### src/rtl/rtype_issue_decoder.sv
// R-type issue decoder: accepts 32-bit MIPS words, filters illegal encodings, issues fields to the ALU.
// Latency: one cycle from input accept to out_valid; illegal pulse also one cycle after accept.
// Backpressure: single-entry output register; in_ready = !out_valid || out_ready in RUN, 0 in DRAIN/HALTED.
//
// Ports:
//   clk, rst                    rising-edge clock, asynchronous active-high reset
//   in_valid/in_ready/in_instr  instruction word handshake
//   out_valid/out_ready         decoded-field handshake toward the ALU
//   rs, rt, rd, shamt, funct    decoded fields, held stable while out_valid && !out_ready
//   resume / halted             release pulse and HALTED indication for BREAK handling
//   illegal                     one-cycle pulse per consumed illegal word
//   issued_count/illegal_count  saturating event counters
// Optional build macro: SHAMT_CHECK_EN -- also rejects add/sub/and/or with shamt != 0
// and sll/srl with rs != 0.
module rtype_issue_decoder #(
   parameter int CNT_W = 8
) (
   input  logic             clk,
   input  logic             rst,
   input  logic             in_valid,
   output logic             in_ready,
   input  logic [31:0]      in_instr,
   output logic             out_valid,
   input  logic             out_ready,
   output logic [4:0]       rs,
   output logic [4:0]       rt,
   output logic [4:0]       rd,
   output logic [4:0]       shamt,
   output logic [5:0]       funct,
   input  logic             resume,
   output logic             halted,
   output logic             illegal,
   output logic [CNT_W-1:0] issued_count,
   output logic [CNT_W-1:0] illegal_count
);

   localparam logic [5:0] FN_ADD   = 6'b100000;
   localparam logic [5:0] FN_SUB   = 6'b100010;
   localparam logic [5:0] FN_AND   = 6'b100100;
   localparam logic [5:0] FN_OR    = 6'b100101;
   localparam logic [5:0] FN_SLL   = 6'b000000;
   localparam logic [5:0] FN_SRL   = 6'b000010;
   localparam logic [5:0] FN_BREAK = 6'b001101;
   localparam logic [CNT_W-1:0] CNT_MAX = {CNT_W{1'b1}};

   typedef enum logic [1:0] {
      ST_RUN    = 2'd0,
      ST_DRAIN  = 2'd1,
      ST_HALTED = 2'd2
   } state_t;

   state_t           state_q, state_d;
   logic             out_valid_q, out_valid_d;
   logic [4:0]       rs_q, rs_d, rt_q, rt_d, rd_q, rd_d, shamt_q, shamt_d;
   logic [5:0]       funct_q, funct_d;
   logic             illegal_q, illegal_d;
   logic             halted_q, halted_d;
   logic [CNT_W-1:0] issued_cnt_q, issued_cnt_d;
   logic [CNT_W-1:0] illegal_cnt_q, illegal_cnt_d;

   logic [5:0] opcode_in, funct_in;
   logic [4:0] rs_in, rt_in, rd_in, shamt_in;
   logic       is_alu, field_ok, is_legal, is_break;
   logic       accept, out_fire;

   assign opcode_in = in_instr[31:26];
   assign rs_in     = in_instr[25:21];
   assign rt_in     = in_instr[20:16];
   assign rd_in     = in_instr[15:11];
   assign shamt_in  = in_instr[10:6];
   assign funct_in  = in_instr[5:0];

   // Instruction classification
   always_comb begin
      is_alu   = 1'b0;
      field_ok = 1'b1;
      if (opcode_in == 6'd0) begin
         case (funct_in)
            FN_ADD, FN_SUB, FN_AND, FN_OR, FN_SLL, FN_SRL: is_alu = 1'b1;
            default:                                        is_alu = 1'b0;
         endcase
      end
`ifdef SHAMT_CHECK_EN
      // Shifts take their amount from shamt and ignore rs; arithmetic ops the reverse.
      if (funct_in == FN_SLL || funct_in == FN_SRL) begin
         field_ok = (rs_in == 5'd0);
      end else begin
         field_ok = (shamt_in == 5'd0);
      end
`endif
      is_legal = is_alu && field_ok;
      is_break = (opcode_in == 6'd0) && (funct_in == FN_BREAK);
   end

   // Ready is forced low during reset so no word is seen as accepted while clearing.
   assign in_ready = !rst && (state_q == ST_RUN) && (!out_valid_q || out_ready);
   assign accept   = in_valid && in_ready;
   assign out_fire = out_valid_q && out_ready;

   always_comb begin
      out_valid_d   = out_valid_q;
      rs_d          = rs_q;
      rt_d          = rt_q;
      rd_d          = rd_q;
      shamt_d       = shamt_q;
      funct_d       = funct_q;
      illegal_d     = 1'b0;
      issued_cnt_d  = issued_cnt_q;
      illegal_cnt_d = illegal_cnt_q;
      state_d       = state_q;

      // Output register: a legal accept reloads, otherwise a transfer empties it.
      if (accept && is_legal) begin
         out_valid_d = 1'b1;
         rs_d        = rs_in;
         rt_d        = rt_in;
         rd_d        = rd_in;
         shamt_d     = shamt_in;
         funct_d     = funct_in;
      end else if (out_fire) begin
         out_valid_d = 1'b0;
      end

      if (accept && !is_legal && !is_break) begin
         illegal_d = 1'b1;
         if (illegal_cnt_q != CNT_MAX) illegal_cnt_d = illegal_cnt_q + CNT_W'(1);
      end

      if (out_fire && issued_cnt_q != CNT_MAX) begin
         issued_cnt_d = issued_cnt_q + CNT_W'(1);
      end

      case (state_q)
         ST_RUN:    if (accept && is_break) state_d = ST_DRAIN;
         // Leaves DRAIN in the same cycle the last pending output transfers.
         ST_DRAIN:  if (!out_valid_d) state_d = ST_HALTED;
         ST_HALTED: if (resume) state_d = ST_RUN;
         default:   state_d = ST_RUN;
      endcase

      halted_d = (state_d == ST_HALTED);
   end

   always_ff @(posedge clk or posedge rst) begin
      if (rst) begin
         state_q       <= ST_RUN;
         out_valid_q   <= 1'b0;
         rs_q          <= 5'd0;
         rt_q          <= 5'd0;
         rd_q          <= 5'd0;
         shamt_q       <= 5'd0;
         funct_q       <= 6'd0;
         illegal_q     <= 1'b0;
         halted_q      <= 1'b0;
         issued_cnt_q  <= '0;
         illegal_cnt_q <= '0;
      end else begin
         state_q       <= state_d;
         out_valid_q   <= out_valid_d;
         rs_q          <= rs_d;
         rt_q          <= rt_d;
         rd_q          <= rd_d;
         shamt_q       <= shamt_d;
         funct_q       <= funct_d;
         illegal_q     <= illegal_d;
         halted_q      <= halted_d;
         issued_cnt_q  <= issued_cnt_d;
         illegal_cnt_q <= illegal_cnt_d;
      end
   end

   assign out_valid     = out_valid_q;
   assign rs            = rs_q;
   assign rt            = rt_q;
   assign rd            = rd_q;
   assign shamt         = shamt_q;
   assign funct         = funct_q;
   assign illegal       = illegal_q;
   assign halted        = halted_q;
   assign issued_count  = issued_cnt_q;
   assign illegal_count = illegal_cnt_q;

endmodule

### config.mk
export PLATFORM = sky130hd
export DESIGN_NAME = rtype_issue_decoder
export DESIGN_NICKNAME = d
export VERILOG_FILES = /design/src/rtl/rtype_issue_decoder.sv
export SDC_FILE = /design/constraint.sdc
export NUM_CORES = 1
export LEC_CHECK = 0
export CELL_PAD_IN_SITES_DETAIL_PLACEMENT = 0
export CELL_PAD_IN_SITES_GLOBAL_PLACEMENT = 1
export CORE_ASPECT_RATIO = 1.4
export CORE_UTILIZATION = 30
export DETAILED_ROUTE_END_ITERATION = 8
export MAX_ROUTING_LAYER = met4
export PLACE_DENSITY_LB_ADDON = 0.05
export SLEW_MARGIN = 5
export SYNTH_ARGS = -nofsm -noshare
export SYNTH_HDL_FRONTEND = slang
export SYNTH_SLANG_ARGS = --single-unit
export TNS_END_PERCENT = 20
### constraint.sdc
create_clock -name clk -period 1.84 [get_ports clk]
set_input_delay 0.368 -clock clk [delete_from_list [all_inputs] [get_ports clk]]
set_output_delay 0.368 -clock clk [all_outputs]
set_load 0.01 [all_outputs]
==> flow_summary_export.csv, run 1 <==
group,metric,value,unit
clock_tree,clk_latency,0.29,ns
timing,finalCritPeriodShare,100,%
power_and_ir_drop,p_comb_share,18.9,%
clock_tree,cts.htree.levels,2,
clock_tree,clk_pin_slew_worst_paths,0.09,ns
finish,layout.nets,292,
synth,ys_ff_latch,47,
timing,fin_skew,0.00803,ns
global_route,grt_max_degree,29,
timing,drv_slew,0,
power_and_ir_drop,clock_power_share,29.4,%
global_route,overflow,0,
detailed_routing,first_iter_violations,13,
floorplanning,die_y,100,um
synth,synth_cells,146,
synth,synthFlopType,"dfrtp_1",
clock_tree,cts_made_buffers,5,
clock_tree,cts-root-buf,"clkbuf_8",
placed_design,io_buffer_count,82,
synth,synth.avg_cell_area,14.2,um2
synth,ys_seq_area_share,56.7,%
finish,n_fill_cell,601,
synth,synthAdderAreaFrac,1.21,%
timing,rsz0062_at_grt,"yes",
global_route,grt_usage,15.6,%
synth,synth_cell_type_count,36,
synth,async_flop_share,100,%
global_route,grt_pass1_wl,8420,um
timing,tns,-0.0143,ns
detailed_routing,drc,0,
critical_path,crit_required,2.02,ns
critical_path,worstSetupPathType,"reg2reg",
placed_design,place_congestion,0.784,
detailed_routing,wire_per_inst,14.8,um
critical_path,worstPathMaxFanout,7,
hold_path,hold_path.class,"in2async",
timing,worst_pin_slew,0.361,ns
synth,muxShareOfSynthArea,17.4,%
floorplanning,io_pins,83,
detailed_routing,via_per_inst,4.48,
critical_path,r2r_cells,6,
power_and_ir_drop,p_int,0.00171,W
finish,finish.utilization,49.7,%
timing,timing.final.crit_period,1.85,ns
run_status,violations,"setup timing",
floorplanning,die-area,0.00726,mm2
synth,synth_compound_area_share,3.32,%
power_and_ir_drop,peakVddDrop,0.000569,V
floorplanning,fp-row-count,35,
power_and_ir_drop,powerDensity,695,mW/mm2
placed_design,hpwl,3800,um
run_status,status,"complete, but fails checks",
timing,hold_viol_final,0,
power_and_ir_drop,netSwitchingFraction,25.6,%
synth,synthXorXnorAreaFrac,5.49,%
power_and_ir_drop,p_switching,0.000588,W
clock_tree,cts_tree,"built",
synth,synth_nets,185,
timing,setup_viol,5,
power_and_ir_drop,p_seq_share,51.7,%
floorplanning,start_util,31.2,%
global_route,antenna_found_initial,0,
detailed_routing,vias,1551,
timing,clock.fmax,0.542,GHz
finish,final_cell_mix,"clkdlybuf4s50_1, dfrtp_1, mux2_4",
critical_path,reg2reg_to,"rd[0]",
clock_tree,cts.sinks,47,
critical_path,crit_arrival,2.03,ns
critical_path,endpoint_kind,"flip-flop",
global_route,grt_pass1_vias,1686,
timing,fin_ws,-0.00520,ns
synth,synth_warnings,0,
detailed_routing,final_antenna_net_count,0,
synth,synth_area,0.00208,mm2
detailed_routing,wl,5120,um
critical_path,r2r_start,"state_q[0]",
detailed_routing,drt_first_pass_iters,3,
synth,synth_top_family_by_area,"multiplexers",
finish,syn2layout_area_growth,59.3,%
clock_tree,clk_path_buf_depth,2,
synth,yosys.area_share.simple,13.9,%
finish,layout-drive-gt1-share,28.7,%
power_and_ir_drop,leakage,1.47,nW
finish,antenna_cells,0,
critical_path,start_kind,"flip-flop",
finish,final_common_cell,"clkdlybuf4s50_1",
job,cap_violations,0,
floorplanning,core-area,0.00666,mm2
critical_path,r2r_setup_slack,-0.005,ns
floorplanning,die_w,72.3,um
timing,max_slew_margin,76.0,%
synth,synth-edff-count,0,
==> cells in the mapped netlist, drive strengths merged (2+ instances only) <==
master,number,area [um2]
a22o,2,17.5
buf,2,35.0
dfrtp,47,1180
ha,2,25.0
inv,2,7.51
mux2,26,360
nand2,11,43.8
nand3,3,15.0
nand4,3,18.8
nor2,8,40.0
nor2b,3,18.8
nor3,4,31.3
nor4,4,40.0
nor4bb,2,20.0
o21ai,3,18.8
xnor2,5,43.8
xor2,8,70.1
==> power by group through the flow <==
stage,sequential (W),combinational [W],clock (W)
2_1_floorplan,0.00122,0.000132,0
3_3_place_gp,0.00121,0.000425,0
3_5_place_dp,0.00121,0.000428,0
4_1_cts,0.00119,0.000433,0.000711
5_1_grt,0.00120,0.000468,0.000748
6_report,0.00119,0.000434,0.000675
==> sequential cells by signal, summed over array words and instances, names as in the netlist <==
register	cells
illegal_count	8
issued_count	8
funct	6
rd	5
rs	5
rt	5
shamt	5
state_q	2
halted	1
illegal	1
out_valid	1
==> cell type report <==
| cell class | count | area [um2] | area share [%] |
|---|---|---|---|
| timing repair buffer | 102 | 976 | 29.5 |
| sequential | 47 | 1180 | 35.6 |
| inverter | 2 | 7.51 | 0.227 |
| multi-input combinational | 95 | 931 | 28.2 |
| tap | 92 | 115 | 3.48 |
| clock buffer | 8 | 100 | 3.03 |
==> worst max path at each step <==
stage	cells past startpoint	to	slack, ns	startpoint
2_1_floorplan	6	funct[0]	-0.14	in_instr[29]
3_3_place_gp	7	rs[0]	-0.53	in_instr[29]
3_5_place_dp	7	rs[0]	-0.60	in_instr[29]
4_1_cts	7	rd[1]	-0.17	state_q[0]
5_1_grt	6	rd[1]	-0.08	state_q[0]
6_report	6	rd[0]	-0.005	state_q[0]
==> worst max-delay path: stages (launching register included) <==
cell and delay (ns):
dfrtp_1 0.39, or3b_4 0.41, nor3_4 0.16, nand2_2 0.09
nor2_4 0.19, buf_8 0.18, mux2_4 0.31
==> metal layers <==
| metal | wire [um] | track usage (%) | part of all wire (%) |
|---|---|---|---|
| met1 | 2040 | 17.2 | 40 |
| met2 | 2760 | 27.4 | 54 |
| met3 | 251 | 3.41 | 4.9 |
| met4 | 69 | 5.28 | 1.3 |
| met5 | 0 | - | 0 |
==> logic make-up after synthesis <==
| kind of cell | after synthesis |
|---|---|
| and+or+nand+nor | 46 |
| xor gates and xnor gates | 13 |
| buffers and inverters | 4 |
| muxes | 26 |
| DFF | 47 |
| AOI/OAI and AO/OA | 8 |
| adders and majority gates | 2 |
==> stage by stage <==
| step | instance area [um2] | instances | worst slack, ns | power (W) | hold slack, ns |
|---|---|---|---|---|---|
| finish | 3310 | 346 | -0.00520 | 0.00230 | 0.384 |
| global route | 3310 | 346 | -0.0814 | 0.00242 | 0.414 |
| CTS | 3340 | 348 | -0.171 | 0.00233 | 0.389 |
| detailed placement | 3120 | 334 | -0.599 | 0.00163 | 0.494 |
| global placement | 3120 | 334 | -0.529 | 0.00163 | 0.481 |
| floorplan | 2080 | 146 | -0.140 | 0.00136 | 0.516 |
==> timing repair <==
| item | CTS | global route |
|---|---|---|
| setup buffers | 4 | 2 |
| hold buffers | 0 | 0 |
| cloned | 2 | 0 |
| pin swaps | 8 | 7 |
| endpoints found under the setup margin | 35 | 34 |
| resized for setup | 30 | 9 |
(Power assumes the default switching activity.)
==> run 2: changes to the inputs <==
REMOVE_ABC_BUFFERS = 1   (was default)
TNS_END_PERCENT = 1   (was 20)
==> flow_summary_export.csv, run 2 (same netlist as run 1, synthesis figures left out) <==
group,metric,value,unit
finish,syn2layout_area_growth,60.0,%
placed_design,io_buffer_count,82,
floorplanning,die-area,0.00726,mm2
timing,fin_ws,-0.0698,ns
floorplanning,core-area,0.00666,mm2
power_and_ir_drop,peakVddDrop,0.000477,V
placed_design,hpwl,3560,um
floorplanning,start_util,31.2,%
global_route,grt_pass1_wl,8040,um
finish,layout-drive-gt1-share,26.4,%
clock_tree,cts_made_buffers,5,
timing,finalCritPeriodShare,104,%
floorplanning,die_w,72.3,um
clock_tree,clk_latency,0.29,ns
critical_path,worstSetupPathType,"in2reg",
detailed_routing,vias,1533,
detailed_routing,final_antenna_net_count,0,
timing,whs,0.377,ns
hold_path,hold_path.class,"in2async",
critical_path,reg2reg_to,"rd[2]",
power_and_ir_drop,leakage,1.47,nW
detailed_routing,wire_per_inst,14.2,um
finish,final_cell_mix,"clkdlybuf4s50_1, dfrtp_1, mux2_4",
finish,seqCellArea,0.00118,mm2
global_route,grt_pass1_vias,1636,
finish,finish.utilization,49.9,%
finish,final_common_cell,"clkdlybuf4s50_1",
clock_tree,cts.htree.levels,2,
clock_tree,cts_tree,"built",
timing,clock.fmax,0.524,GHz
power_and_ir_drop,power,0.00227,W
global_route,grt_usage,14.8,%
timing,rsz0062_at_grt,"yes",
global_route,overflow,0,
global_route,grt_max_degree,48,
timing,timing.final.crit_period,1.91,ns
critical_path,start_kind,"primary input",
finish,layout.nets,288,
floorplanning,fp-row-count,35,
finish,n_fill_cell,618,
critical_path,crit_arrival,2.09,ns
detailed_routing,drt_first_pass_iters,4,
placed_design,dp_cells,331,
floorplanning,io_pins,83,
finish,multiInputGateArea,897,um2
finish,antenna_cells,0,
clock_tree,clk_pin_slew_worst_paths,0.09,ns
critical_path,r2r_setup_slack,-0.05,ns
critical_path,r2r_start,"state_q[0]",
critical_path,r2r_cells,6,
timing,worst_pin_slew,0.327,ns
run_status,status,"complete, but fails checks",
clock_tree,clk_path_buf_depth,2,
timing,setup_viol,27,
detailed_routing,first_iter_violations,29,
timing,hold_viol_final,0,
power_and_ir_drop,powerDensity,685,mW/mm2
clock_tree,cts.sinks,47,
timing,fin_skew,0.00476,ns
run_status,violations,"setup timing",
finish,layoutNonFillerInstCount,342,
detailed_routing,drc,0,
detailed_routing,wl,4860,um
floorplanning,die_y,100,um
detailed_routing,via_per_inst,4.48,
clock_tree,cts-root-buf,"clkbuf_8",
placed_design,place_congestion,0.733,
global_route,antenna_found_initial,0,
job,cap_violations,0,
critical_path,crit_required,2.02,ns
critical_path,endpoint_kind,"flip-flop",
critical_path,worstPathMaxFanout,7,
timing,max_slew_margin,78.0,%
timing,drv_slew,0,
run 2: cell types whose count changed in the layout (fill, tap and decap cells not counted), moves of 2 or more:
cell,change
buf_4,-6
buf_6,-2
nor4_2,-2
buf_12,+3
nor4_1,+2
run 2: worst max path at each step:
| stage | from | to | slack [ns] | cells after the start |
|---|---|---|---|---|
| floorplan | in_instr[29] | rs[0] | -0.43 | 5 |
| global placement | in_instr[29] | rs[0] | -0.59 | 7 |
| detailed placement | in_instr[28] | rs[2] | -0.60 | 7 |
| CTS | state_q[0] | rs[4] | -0.11 | 7 |
| global route | state_q[0] | rd[4] | -0.12 | 7 |
| finish | in_instr[28] | rd[2] | -0.07 | 7 |
run 2: final cells by class:
type                    instances  area share (%)
inverters                       2           0.226
well taps                      92            3.47
flip-flops and latches         47            35.4
multi-input cells              95            27.0
clock buffers                   7            2.90
clock inverters                 1           0.226
repair buffers                 98            30.7
run 2: critical path: stages:
cell and delay, ns:
dlygate4sd2_1 0.24, or4_4 0.42, nor4_4 0.19, nand2_2 0.11, nor2_4 0.17, bufbuf_16 0.29, mux2_4 0.29
run 2: per-stage QoR:
step,instance area (um2),setup TNS (ns),worst slack (ns)
global route,3320,-3.06,-0.121
CTS,3310,-2.47,-0.112
detailed placement,3110,-19.45,-0.604
floorplan,2040,-10.03,-0.433
global placement,3110,-19.02,-0.591
finish,3320,-1.25,-0.0698
run 2: metal layers:
metal	vias to the layer above	share of wire, %	wire length [um]	track usage (%)
met5	-	0	0	-
met4	0	0.80	39	3.62
met3	4	4.3	211	2.91
met2	49	54	2600	25.7
met1	761	41	2000	17.4
li1	719	-	-	-
run 2: repair_timing:
item	CTS	global route
setup endpoints to repair	35	33
pin swaps	7	3
gates resized for setup	22	4
buffers inserted	1	0
hold buffers	0	0
gates cloned	2	0
run 2: report_power, final:
group          switching [W]  total (W)  leakage, nW  internal (W)
sequential         0.0000844    0.00118        0.640       0.00110
clock               0.000332   0.000674       0.0505      0.000342
combinational       0.000153   0.000416        0.776      0.000263
==> run 3: changes to the inputs <==
CTS_CLUSTER_DIAMETER = 60   (was default)
==> results of run 3 <==
Final layout, timing and power as in run 2 (identical DEF).
